$ cat config.mk
export PLATFORM = sky130hd
export DESIGN_NAME = ram_arbiter
export DESIGN_NICKNAME = d
export VERILOG_FILES = /design/src/rtl/ram_arbiter.sv
export SDC_FILE = /design/constraint.sdc
export NUM_CORES = 1
export LEC_CHECK = 0
export BUFFER_PORTS_ARGS = -buffer_cell sky130_fd_sc_hd__clkbuf_2
export CAP_MARGIN = 25
export CORE_MARGIN = 2
export CORE_UTILIZATION = 46
export DETAILED_ROUTE_END_ITERATION = 10
export PLACE_DENSITY_LB_ADDON = 0.05
export SKIP_CTS_REPAIR_TIMING = 1
export SLEW_MARGIN = 0
export SYNTH_ARGS = -nofsm -noshare
export SYNTH_HDL_FRONTEND = slang
export SYNTH_SLANG_ARGS = --single-unit
$ cat constraint.sdc
create_clock -name clk_i -period 2.31 [get_ports clk_i]
set_clock_uncertainty 0.05 [all_clocks]
set_input_delay 0.3465 -clock clk_i [delete_from_list [all_inputs] [get_ports clk_i]]
set_output_delay 0.3465 -clock clk_i [all_outputs]
set_load 0.05 [all_outputs]
$ cat src/rtl/ram_arbiter.sv
// ram_arbiter: two-requester round-robin arbiter in front of a single-port byte RAM
//
// Ports
//   clk_i, reset_i            clock and asynchronous active-high reset
//   req_x_i, we_x_i           request and write-enable from requester A / B
//   addr_x_i, wdata_x_i       byte address and write data from requester A / B
//   ack_x_o                   one-cycle completion pulse to requester A / B
//   rdata_x_o, err_x_o        read data and out-of-range flag, valid with ack
//   mem_read_o, mem_write_o   RAM read / write strobes
//   address_o, write_data_o   RAM address and write data
//   mem_data_i                RAM registered read data
//   busy_o                    high while a transaction is in flight
//
// Optional feature: define RAM_ARB_BOUNDS_CHECK_EN to block RAM access for
// addresses >= ADDR_LIMIT and report them through err_x_o.
//
// Every output is a register, so a state's actions become visible in the
// cycle after the edge that performs them: strobes are seen one cycle after
// the grant edge and ack three cycles after it.
module ram_arbiter #(
  parameter int unsigned ADDR_LIMIT = 64
) (
  input  logic       clk_i,
  input  logic       reset_i,
  input  logic       req_a_i,
  input  logic       we_a_i,
  input  logic [7:0] addr_a_i,
  input  logic [7:0] wdata_a_i,
  input  logic       req_b_i,
  input  logic       we_b_i,
  input  logic [7:0] addr_b_i,
  input  logic [7:0] wdata_b_i,
  output logic       ack_a_o,
  output logic [7:0] rdata_a_o,
  output logic       err_a_o,
  output logic       ack_b_o,
  output logic [7:0] rdata_b_o,
  output logic       err_b_o,
  output logic       mem_write_o,
  output logic       mem_read_o,
  output logic [7:0] address_o,
  output logic [7:0] write_data_o,
  input  logic [7:0] mem_data_i,
  output logic       busy_o
);
  typedef enum logic [1:0] {IDLE, ACCESS, CAPTURE, ACK} state_t;
  state_t     state_q;
  logic       last_b_q, win_b_q, we_q, oob_q;
  logic [7:0] addr_q, wdata_q;
  logic       ack_a_q, ack_b_q, err_a_q, err_b_q;
  logic [7:0] rdata_a_q, rdata_b_q;
  logic       mem_read_q, mem_write_q, busy_q;
  logic [7:0] address_q, write_data_q;
  logic       grant_b, oob_d;
  logic [7:0] addr_sel;
  // B wins when it is alone, or when both ask and A was granted last
  assign grant_b  = req_b_i && (!req_a_i || !last_b_q);
  assign addr_sel = grant_b ? addr_b_i : addr_a_i;
`ifdef RAM_ARB_BOUNDS_CHECK_EN
  assign oob_d = {24'd0, addr_sel} >= ADDR_LIMIT;
`else
  assign oob_d = 1'b0;
`endif
  always_ff @(posedge clk_i or posedge reset_i) begin
    if (reset_i) begin
      state_q      <= IDLE;
      last_b_q     <= 1'b1;
      win_b_q      <= 1'b0;
      we_q         <= 1'b0;
      oob_q        <= 1'b0;
      addr_q       <= '0;
      wdata_q      <= '0;
      ack_a_q      <= 1'b0;
      ack_b_q      <= 1'b0;
      err_a_q      <= 1'b0;
      err_b_q      <= 1'b0;
      rdata_a_q    <= '0;
      rdata_b_q    <= '0;
      mem_read_q   <= 1'b0;
      mem_write_q  <= 1'b0;
      address_q    <= '0;
      write_data_q <= '0;
      busy_q       <= 1'b0;
    end else begin
      case (state_q)
        IDLE: begin
          ack_a_q <= 1'b0;
          ack_b_q <= 1'b0;
          if (req_a_i || req_b_i) begin
            win_b_q  <= grant_b;
            last_b_q <= grant_b;
            we_q     <= grant_b ? we_b_i : we_a_i;
            addr_q   <= addr_sel;
            wdata_q  <= grant_b ? wdata_b_i : wdata_a_i;
            oob_q    <= oob_d;
            busy_q   <= 1'b1;
            state_q  <= ACCESS;
          end
        end
        ACCESS: begin
          address_q    <= addr_q;
          write_data_q <= wdata_q;
          mem_read_q   <= !we_q && !oob_q;
          mem_write_q  <= we_q && !oob_q;
          state_q      <= CAPTURE;
        end
        CAPTURE: begin
          mem_read_q  <= 1'b0;
          mem_write_q <= 1'b0;
          state_q     <= ACK;
        end
        ACK: begin
          // RAM data for the strobe issued two edges ago is valid now
          if (win_b_q) begin
            ack_b_q <= 1'b1;
            err_b_q <= oob_q;
            if (oob_q) rdata_b_q <= '0;
            else if (!we_q) rdata_b_q <= mem_data_i;
          end else begin
            ack_a_q <= 1'b1;
            err_a_q <= oob_q;
            if (oob_q) rdata_a_q <= '0;
            else if (!we_q) rdata_a_q <= mem_data_i;
          end
          busy_q  <= 1'b0;
          state_q <= IDLE;
        end
        default: state_q <= IDLE;
      endcase
    end
  end
  assign ack_a_o      = ack_a_q;
  assign ack_b_o      = ack_b_q;
  assign err_a_o      = err_a_q;
  assign err_b_o      = err_b_q;
  assign rdata_a_o    = rdata_a_q;
  assign rdata_b_o    = rdata_b_q;
  assign mem_read_o   = mem_read_q;
  assign mem_write_o  = mem_write_q;
  assign address_o    = address_q;
  assign write_data_o = write_data_q;
  assign busy_o       = busy_q;
endmodule
==> flow_summary.toml, run 1 <==
[logic_synthesis]
ys_types = 24
synth_edf_count = 0
ys_seq_elements = 58
synth_top_area_cell = "dfrtp_1"
netlist_instances = 205
yosys-top-cells-area = "dfrtp_1 (58%), mux2_2 (15%), a21oi_1 (8.0%)"
synth_top_area_share_pct = 58.3
synth.most_common_cell = "dfrtp_1"
ys_warn_count = 0
synthTopCellsByCount = "dfrtp_1 (57), a21oi_1 (39), mux2_2 (33)"
netlist_area_um2 = 2450
syn_area_per_cell_um2 = 11.9
synth_async_sr_flop_share_pct = 100
ys_seq_area_share_pct = 59.4
synth_flop_cell = "dfrtp_1"

[worst_setup_path]
cp.arrival_ns = 1.97
crit_buf_inv = 2
critPathRequiredTime_ns = 2.51
critPathSlowestCell = "o21a_1"
crit_chain = "inv_1 > ha_1 > o21a_1 > buf_4 > nor2_1 > a21oi_1"
path_delay_family = "compound AO/OA/AOI/OAI gates"
worstSetupPathType = "flip-flop to flip-flop"
slowest_delay_ns = 0.44
crit_path_end_kind = "flip-flop"
cp_max_fo = 11
start_kind = "flip-flop"

[placed_design]
gp_congestion = 0.726
portBuffers = 82
dp_hpwl_um = 3470
preCtsSetupSlack_ns = 0.574

[global_route]
antenna_found_initial = 0
grt_pass1_vias = 1799
grt_max_degree = 59
grt_usage_pct = 18.6
grt_pass1_wl_um = 8520
grt-ovfl-total = 0

[power_and_ir_drop]
ir_drop_mv = 0.870
fin_total_pwr_w = 0.00555
p_per_area_nw_per_um2 = 1780
p_leak_nw = 1.52

[clock_network]
clkTransAtPathRegs_ns = 0.06
cts_num_sinks = 58
clkLatencyLatePin_ns = 0.33
cts_tree = "yes"
htree_levels = 3
cts_root_buffer = "clkbuf_8"
numCtsBuffers = 9
cts_max_path_buffers = 2

[layout]
area_growth_pct = 27.5
nets = 342
final_layout_size_suffix_gt1_share_pct = 47.1
antenna_cells = 0
final_util_pct = 61.1

[timing]
grt_setup_unrepaired = "false"
tns_ns = 0
hold_viol = 0
relSlewSlack_pct = 50.1
final.setup.worst_slack_ns = 0.545
fmax_mhz = 567
whs_ns = 0.00717
drv_slew = 0
worst_pin_slew_ns = 0.749
finalSetupViolations = 0
finalCritPeriodShare_pct = 76.4
post-route-min-period_ns = 1.77

[floorplan]
start_util_pct = 47.9
die_h_um = 76.9
die_w_um = 76.9
pin_count = 85
placeableCoreArea_um2 = 5110
row_count = 26
die-area_um2 = 5920

[routing]
drt_wl_total_um = 4970
dr.max_layer_used = "met4"
wl_per_cell_um = 13.6
ant_nets = 0
vias_per_cell = 4.88
drt_iter0_drc = 54
route.met3.wl_um = 275
route.met2.wl_um = 2230
drt-met1-wl_um = 2360
drt_first_pass_iters = 4
num_vias = 1780
drt_drc_violations_left = 0

[run]
drv_cap = 0

[run_status]
outcome = "complete, no violations"

[worst_hold_path]
hold_path.class = "primary input to async pin"
[tightest hold or removal path: stages]
cell	delay [ns]
clkbuf_2	0.09
inv_2	0.06
buf_12	0.28
[area by class of cell]
type                            instances  area [µm²]
Fill cell                             465        1990
Sequential cell                        58        1450
Multi-Input combinational cell        131         907
Timing Repair Buffer                   85         445
Clock buffer                           13         169
Tap cell                               70        87.6
Clock inverter                          2        35.0
Inverter                                6        22.5
[per-layer routing]
metal  vias to the layer above  track usage [%]
met5                         -                0
met2                        54             28.2
met3                        11             4.94
met1                       844             24.3
li1                        871                -
met4                         0             9.82
[path summary, 6_finish.rpt]
kind	startpoint	endpoint	slack [ns]	cells after the start
min	reset_i	rdata_b_o[4]$_DFFE_PP0P_	0.007	3
max reg2reg	state_q[0]$_DFFE_PP0P_	addr_q[2]$_DFFE_PP0P_	0.54	6
min reg2reg	rdata_a_o[7]$_DFFE_PP0P_	rdata_a_o[7]$_DFFE_PP0P_	0.45	1
min in group clk_i	addr_a_i[4]	addr_q[4]$_DFFE_PP0P_	0.18	3
max in group asynchronous	reset_i	last_b_q$_DFFE_PP1P_	1.91	3
max	state_q[0]$_DFFE_PP0P_	addr_q[2]$_DFFE_PP0P_	0.54	6
[placed cells by master (no fill, tap or decap)]
cell type	Yosys	final
mux2_2	33	33
o21ai_2	1	1
a22o_1	1	1
clkinv_2	0	1
nand3b_1	1	1
o21a_1	1	1
dfrtp_1	57	57
a21oi_1	39	39
bufinv_16	0	1
a31oi_1	1	1
nand2_1	19	19
clkbuf_2	0	82
nor2b_1	1	1
o22ai_1	2	2
clkbuf_1	0	1
mux2_1	1	1
mux2i_1	1	1
buf_12	0	1
buf_4	5	2
inv_1	5	4
a21boi_4	1	1
dfstp_2	1	1
a21bo_2	1	1
conb_1	1	2
clkbuf_8	0	12
nor3_4	1	1
ha_1	5	5
nor2_1	20	20
inv_2	1	2
[power by group]
| part | internal (W) | switching [W] | leakage [nW] |
|---|---|---|---|
| clock | 0.000579 | 0.000373 | 0.106 |
| sequential | 0.00155 | 0.000294 | 0.665 |
| combinational | 0.000862 | 0.00189 | 0.753 |
[sequential cells by signal (all words and copies together) (netlist names)]
signal        flops
mem_write_o       1
state_q           2
busy_o            1
address_o         8
mem_read_o        1
addr_q            8
win_b_q           1
ack_b_o           1
we_q              1
last_b_q          1
wdata_q           8
ack_a_o           1
write_data_o      8
rdata_a_o         8
rdata_b_o         8
[logic make-up (layout without fill, tap and decap cells)]
group / count (synthesis) / count (layout) / synth area share, %
AO/OA/AOI/OAI: 47 / 47 / 10.9
adder cells (fa/ha/maj): 5 / 5 / 2.56
flip-flops: 58 / 58 / 59.4
multiplexers: 35 / 35 / 16.1
other: 1 / 2 / 0.153
buffers and inverters: 17 / 106 / 3.68
AND/OR/NAND/NOR: 42 / 42 / 7.21
[through the flow]
step	std cells	cell area [µm²]
floorplan	206	2450
finish	365	3120
global placement	350	2920
CTS	365	3120
detailed placement	350	2920
global route	365	3120
Note: power is estimated with default switching activity, not from simulation.
==> inputs of run 2 (changes only) <==
Settings changed: CORE_UTILIZATION 46 to 45.
Clock period 2.31 ns to 1.4 ns, I/O delays scaled along.
==> run 2 against run 1 <==
  * The run now ends with negative setup slack left
  * Hold slack gained 0.022 ns
  * Setup slack lost 0.59 ns
  * Final area grew 6.6%
  * Critical path depth shrank 1
  * Final cell count grew 3.8%
  * Utilization grew 3.2 points
  * Global-route usage grew 1.1 points
  * Critical path type unchanged
  * Largest cell class unchanged
  * Highest routed layer unchanged
==> flow_summary.toml, run 2 (synthesis gave the netlist of run 1 again) <==
[run_status]
outcome = "finished, violations left"
violations = "negative setup slack"

[worst_setup_path]
cp_max_fo = 8
critPathRequiredTime_ns = 1.56
start_kind = "flip-flop"
crit_path_end_kind = "flip-flop"
r2r_setup_slack_ns = -0.04
worstSetupPathType = "flip-flop to flip-flop"
cp.arrival_ns = 1.61

[placed_design]
gp_congestion = 0.773
dp_hpwl_um = 3840
portBuffers = 82
dp.cells = 362

[timing]
hold_viol = 0
whs_ns = 0.0292
final.setup.worst_slack_ns = -0.0446
worst_pin_slew_ns = 0.553
post-route-min-period_ns = 1.44
tns_ns = -0.266
finalSetupViolations = 8
fmax_mhz = 692
drv_slew = 0
relSlewSlack_pct = 63.0
grt_setup_unrepaired = "true"
finalCritPeriodShare_pct = 103

[routing]
drt_first_pass_iters = 4
drt_wl_total_um = 5430
drt_drc_violations_left = 0
drt_iter0_drc = 101
vias_per_cell = 4.97
wl_per_cell_um = 14.3
ant_nets = 0
num_vias = 1884

[layout]
multiInputGateArea_um2 = 996
final_cell_mix = "clkbuf_2 (82), dfrtp_1 (57), a21oi_1 (39)"
antenna_cells = 0
final_layout_size_suffix_gt1_share_pct = 50.2
regArea_um2 = 1450
final_cells = 379
area_growth_pct = 35.9
nFillCells = 438
final_util_pct = 64.3
nets = 355
layout_commonest_cell = "clkbuf_2"

[clock_network]
htree_levels = 3
cts_tree = "yes"
cts_max_path_buffers = 2
cts_num_sinks = 58
clkTransAtPathRegs_ns = 0.07
cts_root_buffer = "clkbuf_8"
numCtsBuffers = 9
clkLatencyLatePin_ns = 0.34

[floorplan]
row_count = 26
die-area_um2 = 6040
start_util_pct = 47.3
pin_count = 85
placeableCoreArea_um2 = 5170
die_h_um = 77.7
die_w_um = 77.7

[power_and_ir_drop]
p_leak_nw = 1.64
p_per_area_nw_per_um2 = 2850
share_comb_of_total_power_pct = 53.8
clock_power_share_pct = 13.9
switching_power_w = 0.00438
fin_total_pwr_w = 0.00949
switching_share_pct = 46.2
ir_drop_mv = 1.64
p_seq_share_pct = 32.2
internal_power_w = 0.00510

[global_route]
grt_usage_pct = 19.7
antenna_found_initial = 0
grt_max_degree = 23
grt_pass1_vias = 1893
grt-ovfl-total = 0
grt_pass1_wl_um = 9000

[worst_hold_path]
hold_path.class = "primary input to flip-flop"

[run]
drv_cap = 0
run 2: worst max-delay path, stage by stage, from the launching register on:
cell     delay [ns]
dfrtp_1        0.39
ha_2           0.21
inv_2          0.05
nor3_4         0.15
buf_12         0.16
mux2_4         0.30
run 2: worst paths after layout:
path,start,endpoint,cells after the start
setup / recovery,state_q[0]$_DFFE_PP0P_,rdata_a_o[7]$_DFFE_PP0P_,5
hold / removal,addr_a_i[1],addr_q[1]$_DFFE_PP0P_,3
setup reg to reg,state_q[0]$_DFFE_PP0P_,rdata_a_o[7]$_DFFE_PP0P_,5
hold reg to reg,addr_q[6]$_DFFE_PP0P_,address_o[6]$_DFFE_PP0N_,1
max in group asynchronous,reset_i,write_data_o[7]$_DFFE_PP0N_,4
min in group asynchronous,reset_i,state_q[0]$_DFFE_PP0P_,3
run 2: final cells by class:
cell class,instances,share of cell area [%]
inverter,6,0.790
multi-input combinational,131,30.0
clock buffer,13,4.48
clock inverter,3,0.527
tap,70,2.63
timing repair buffer,98,17.9
sequential,58,43.7
run 2: routing by layer:
layer	routed length (µm)	track usage, %	up-vias
met3	367	6.74	7
li1	-	-	895
met4	79	8.04	0
met1	2430	25.0	912
met2	2560	30.9	70
met5	0	0	-
run 2: stage by stage:
| step | setup slack, ns | cell area [µm²] |
|---|---|---|
| 3_3_place_gp | -0.0160 | 3070 |
| 2_1_floorplan | -0.0272 | 2480 |
| 4_1_cts | -0.0547 | 3240 |
| 5_1_grt | -0.0968 | 3320 |
| 3_5_place_dp | -0.0447 | 3070 |
| 6_report | -0.0446 | 3320 |
run 2: power groups by stage:
stage	registers (W)	logic, W	clock network, W
floorplan	0.00489	0.00182	0
global placement	0.00306	0.00485	0
finish	0.00306	0.00510	0.00132
detailed placement	0.00308	0.00493	0
CTS	0.00305	0.00494	0.00136
global route	0.00319	0.00545	0.00145
==> inputs of run 3 (changes only) <==
Settings changed: ABC_AREA set to 1, CORE_UTILIZATION 45 to 46.
==> run 3 against run 2 <==
  * The run now ends clean
  * Hold slack better by 0.048 ns
  * Largest cell class unchanged
  * Synthesized cell count is 42% higher
  * Global-route usage is 0.97 points lower
  * Fmax is 5.3% higher
  * Setup slack better by 0.073 ns
==> flow_summary.toml, run 3 <==
[run_status]
outcome = "complete, no violations"

[routing]
drt_first_pass_iters = 4
num_vias = 2092
drt_drc_violations_left = 0
ant_nets = 0
wl_per_cell_um = 11.6
vias_per_cell = 4.53
drt_wl_total_um = 5380
drt_iter0_drc = 120

[logic_synthesis]
ys_types = 19
synth_async_sr_flop_share_pct = 100
ys_seq_area_share_pct = 53.9
yosys-top-cells-area = "dfrtp_1 (53%), nand2_1 (11%), inv_1 (7.5%)"
netlist_area_um2 = 2700
ys_seq_elements = 58
synthTopCellsByCount = "nand2_1 (78), dfrtp_1 (57), inv_1 (54)"
synth.most_common_cell = "nand2_1"
netlist_instances = 292
syn_area_per_cell_um2 = 9.23
synth_top_area_share_pct = 52.9
synth_flop_cell = "dfrtp_1"
synth_edf_count = 0
synth_top_area_cell = "dfrtp_1"
ys_warn_count = 0

[worst_setup_path]
worstRegToRegCells = 4
rr_endpoint = "address_o[0]$_DFFE_PP0N_"
crit_path_end_kind = "flip-flop"
r2r_setup_slack_ns = 0.03
cp.arrival_ns = 1.52
r2r-start = "state_q[1]$_DFFE_PP0P_"
cp_max_fo = 9
critPathRequiredTime_ns = 1.55
worstSetupPathType = "flip-flop to flip-flop"
start_kind = "flip-flop"
crit_start = "state_q[1]$_DFFE_PP0P_"
crit_path_end = "address_o[0]$_DFFE_PP0N_"

[floorplan]
die_h_um = 80.5
die_w_um = 80.5
row_count = 27
pin_count = 85
start_util_pct = 48.4
die-area_um2 = 6490
placeableCoreArea_um2 = 5570

[placed_design]
portBuffers = 82
dp_hpwl_um = 3930
gp_congestion = 0.805

[power_and_ir_drop]
fin_total_pwr_w = 0.00929
p_per_area_nw_per_um2 = 2680
p_leak_nw = 1.96
ir_drop_mv = 1.19

[global_route]
grt-ovfl-total = 0
grt_max_degree = 27
grt_usage_pct = 18.7
grt_pass1_vias = 1995
grt_pass1_wl_um = 9160
antenna_found_initial = 0

[worst_hold_path]
hold_path.class = "primary input to flip-flop"

[clock_network]
numCtsBuffers = 9
cts_num_sinks = 58
clkLatencyLatePin_ns = 0.32
clkTransAtPathRegs_ns = 0.06
cts_max_path_buffers = 2
cts_root_buffer = "clkbuf_8"
htree_levels = 3
cts_tree = "yes"

[layout]
area_growth_pct = 28.4
antenna_cells = 0
final_cell_mix = "clkbuf_2 (82), nand2_1 (78), dfrtp_1 (57)"
nets = 437
layout_commonest_cell = "clkbuf_2"
final_layout_size_suffix_gt1_share_pct = 36.4

[timing]
post-route-min-period_ns = 1.37
grt_setup_unrepaired = "true"
fmax_mhz = 729
finalCritPeriodShare_pct = 98.0
drv_slew = 0
hold_viol = 0
finalSetupViolations = 0
whs_ns = 0.0768

[run]
drv_cap = 0
-- run 3: kinds of logic (layout without fill, tap and decap cells) --
group                      count (synthesis)  count (layout)  share of synthesized area [%]
adders and majority gates                  5               5                           2.32
muxes                                     16              16                           6.69
DFF                                       58              58                           53.9
other                                      1               2                          0.139
buffers and inverters                     66             163                           11.1
and+or+nand+nor                          121             121                           20.0
AOI/OAI and AO/OA                         25              25                           5.90
-- run 3: cell type report --
cell class | count | area (µm²)
tap | 72 | 90.1
multi-input combinational | 169 | 962
clock inverter | 3 | 40.0
fill | 508 | 2110
sequential | 58 | 1450
clock buffer | 12 | 145
timing repair buffer | 94 | 564
inverter | 54 | 206
-- run 3: layer usage --
layer  track usage, %  up-vias  part of all wire [%]
li1                 -     1091                     -
met1             24.6      942                    48
met2             28.8       51                    46
met3             4.72        8                   4.8
met4             9.15        0                   1.6
met5                0        -                     0
-- run 3: how the worst min path moves through the flow --
stage / start / endpoint / cells after the start
floorplan: reset_i / ack_a_o$_DFFE_PP0P_ / 1
detailed placement: reset_i / address_o[5]$_DFFE_PP0N_ / 2
global placement: reset_i / address_o[5]$_DFFE_PP0N_ / 2
finish: mem_data_i[7] / rdata_a_o[7]$_DFFE_PP0P_ / 3
CTS: reset_i / address_o[5]$_DFFE_PP0N_ / 2
global route: mem_data_i[7] / rdata_a_o[7]$_DFFE_PP0P_ / 3
-- run 3: power breakdown --
part	switching, W	internal, W	total [W]	leakage [nW]
Sequential	0.000450	0.00255	0.00300	0.705
Combinational	0.00333	0.00149	0.00482	1.16
Clock	0.000609	0.000856	0.00146	0.0962
Total	0.00439	0.00489	0.00929	1.96
-- run 3: critical path, stage by stage (launching register included) --
cell and delay, ns:
dfrtp_1 0.41, inv_2 0.10, ha_2 0.21, buf_8 0.14
mux2_2 0.34
-- run 3: per-stage QoR --
stage	cells	worst slack (ns)	cell area (µm²)	setup TNS (ns)	utilization (%)
finish	462	0.0287	3460	0	62.1
detailed placement	445	-0.0805	3230	-0.618	58.0
global route	462	-0.0463	3460	-0.771	62.1
global placement	445	-0.0390	3230	-0.288	58.0
floorplan	293	0.0177	2710	0	-
CTS	460	-0.0779	3420	-0.833	61.3
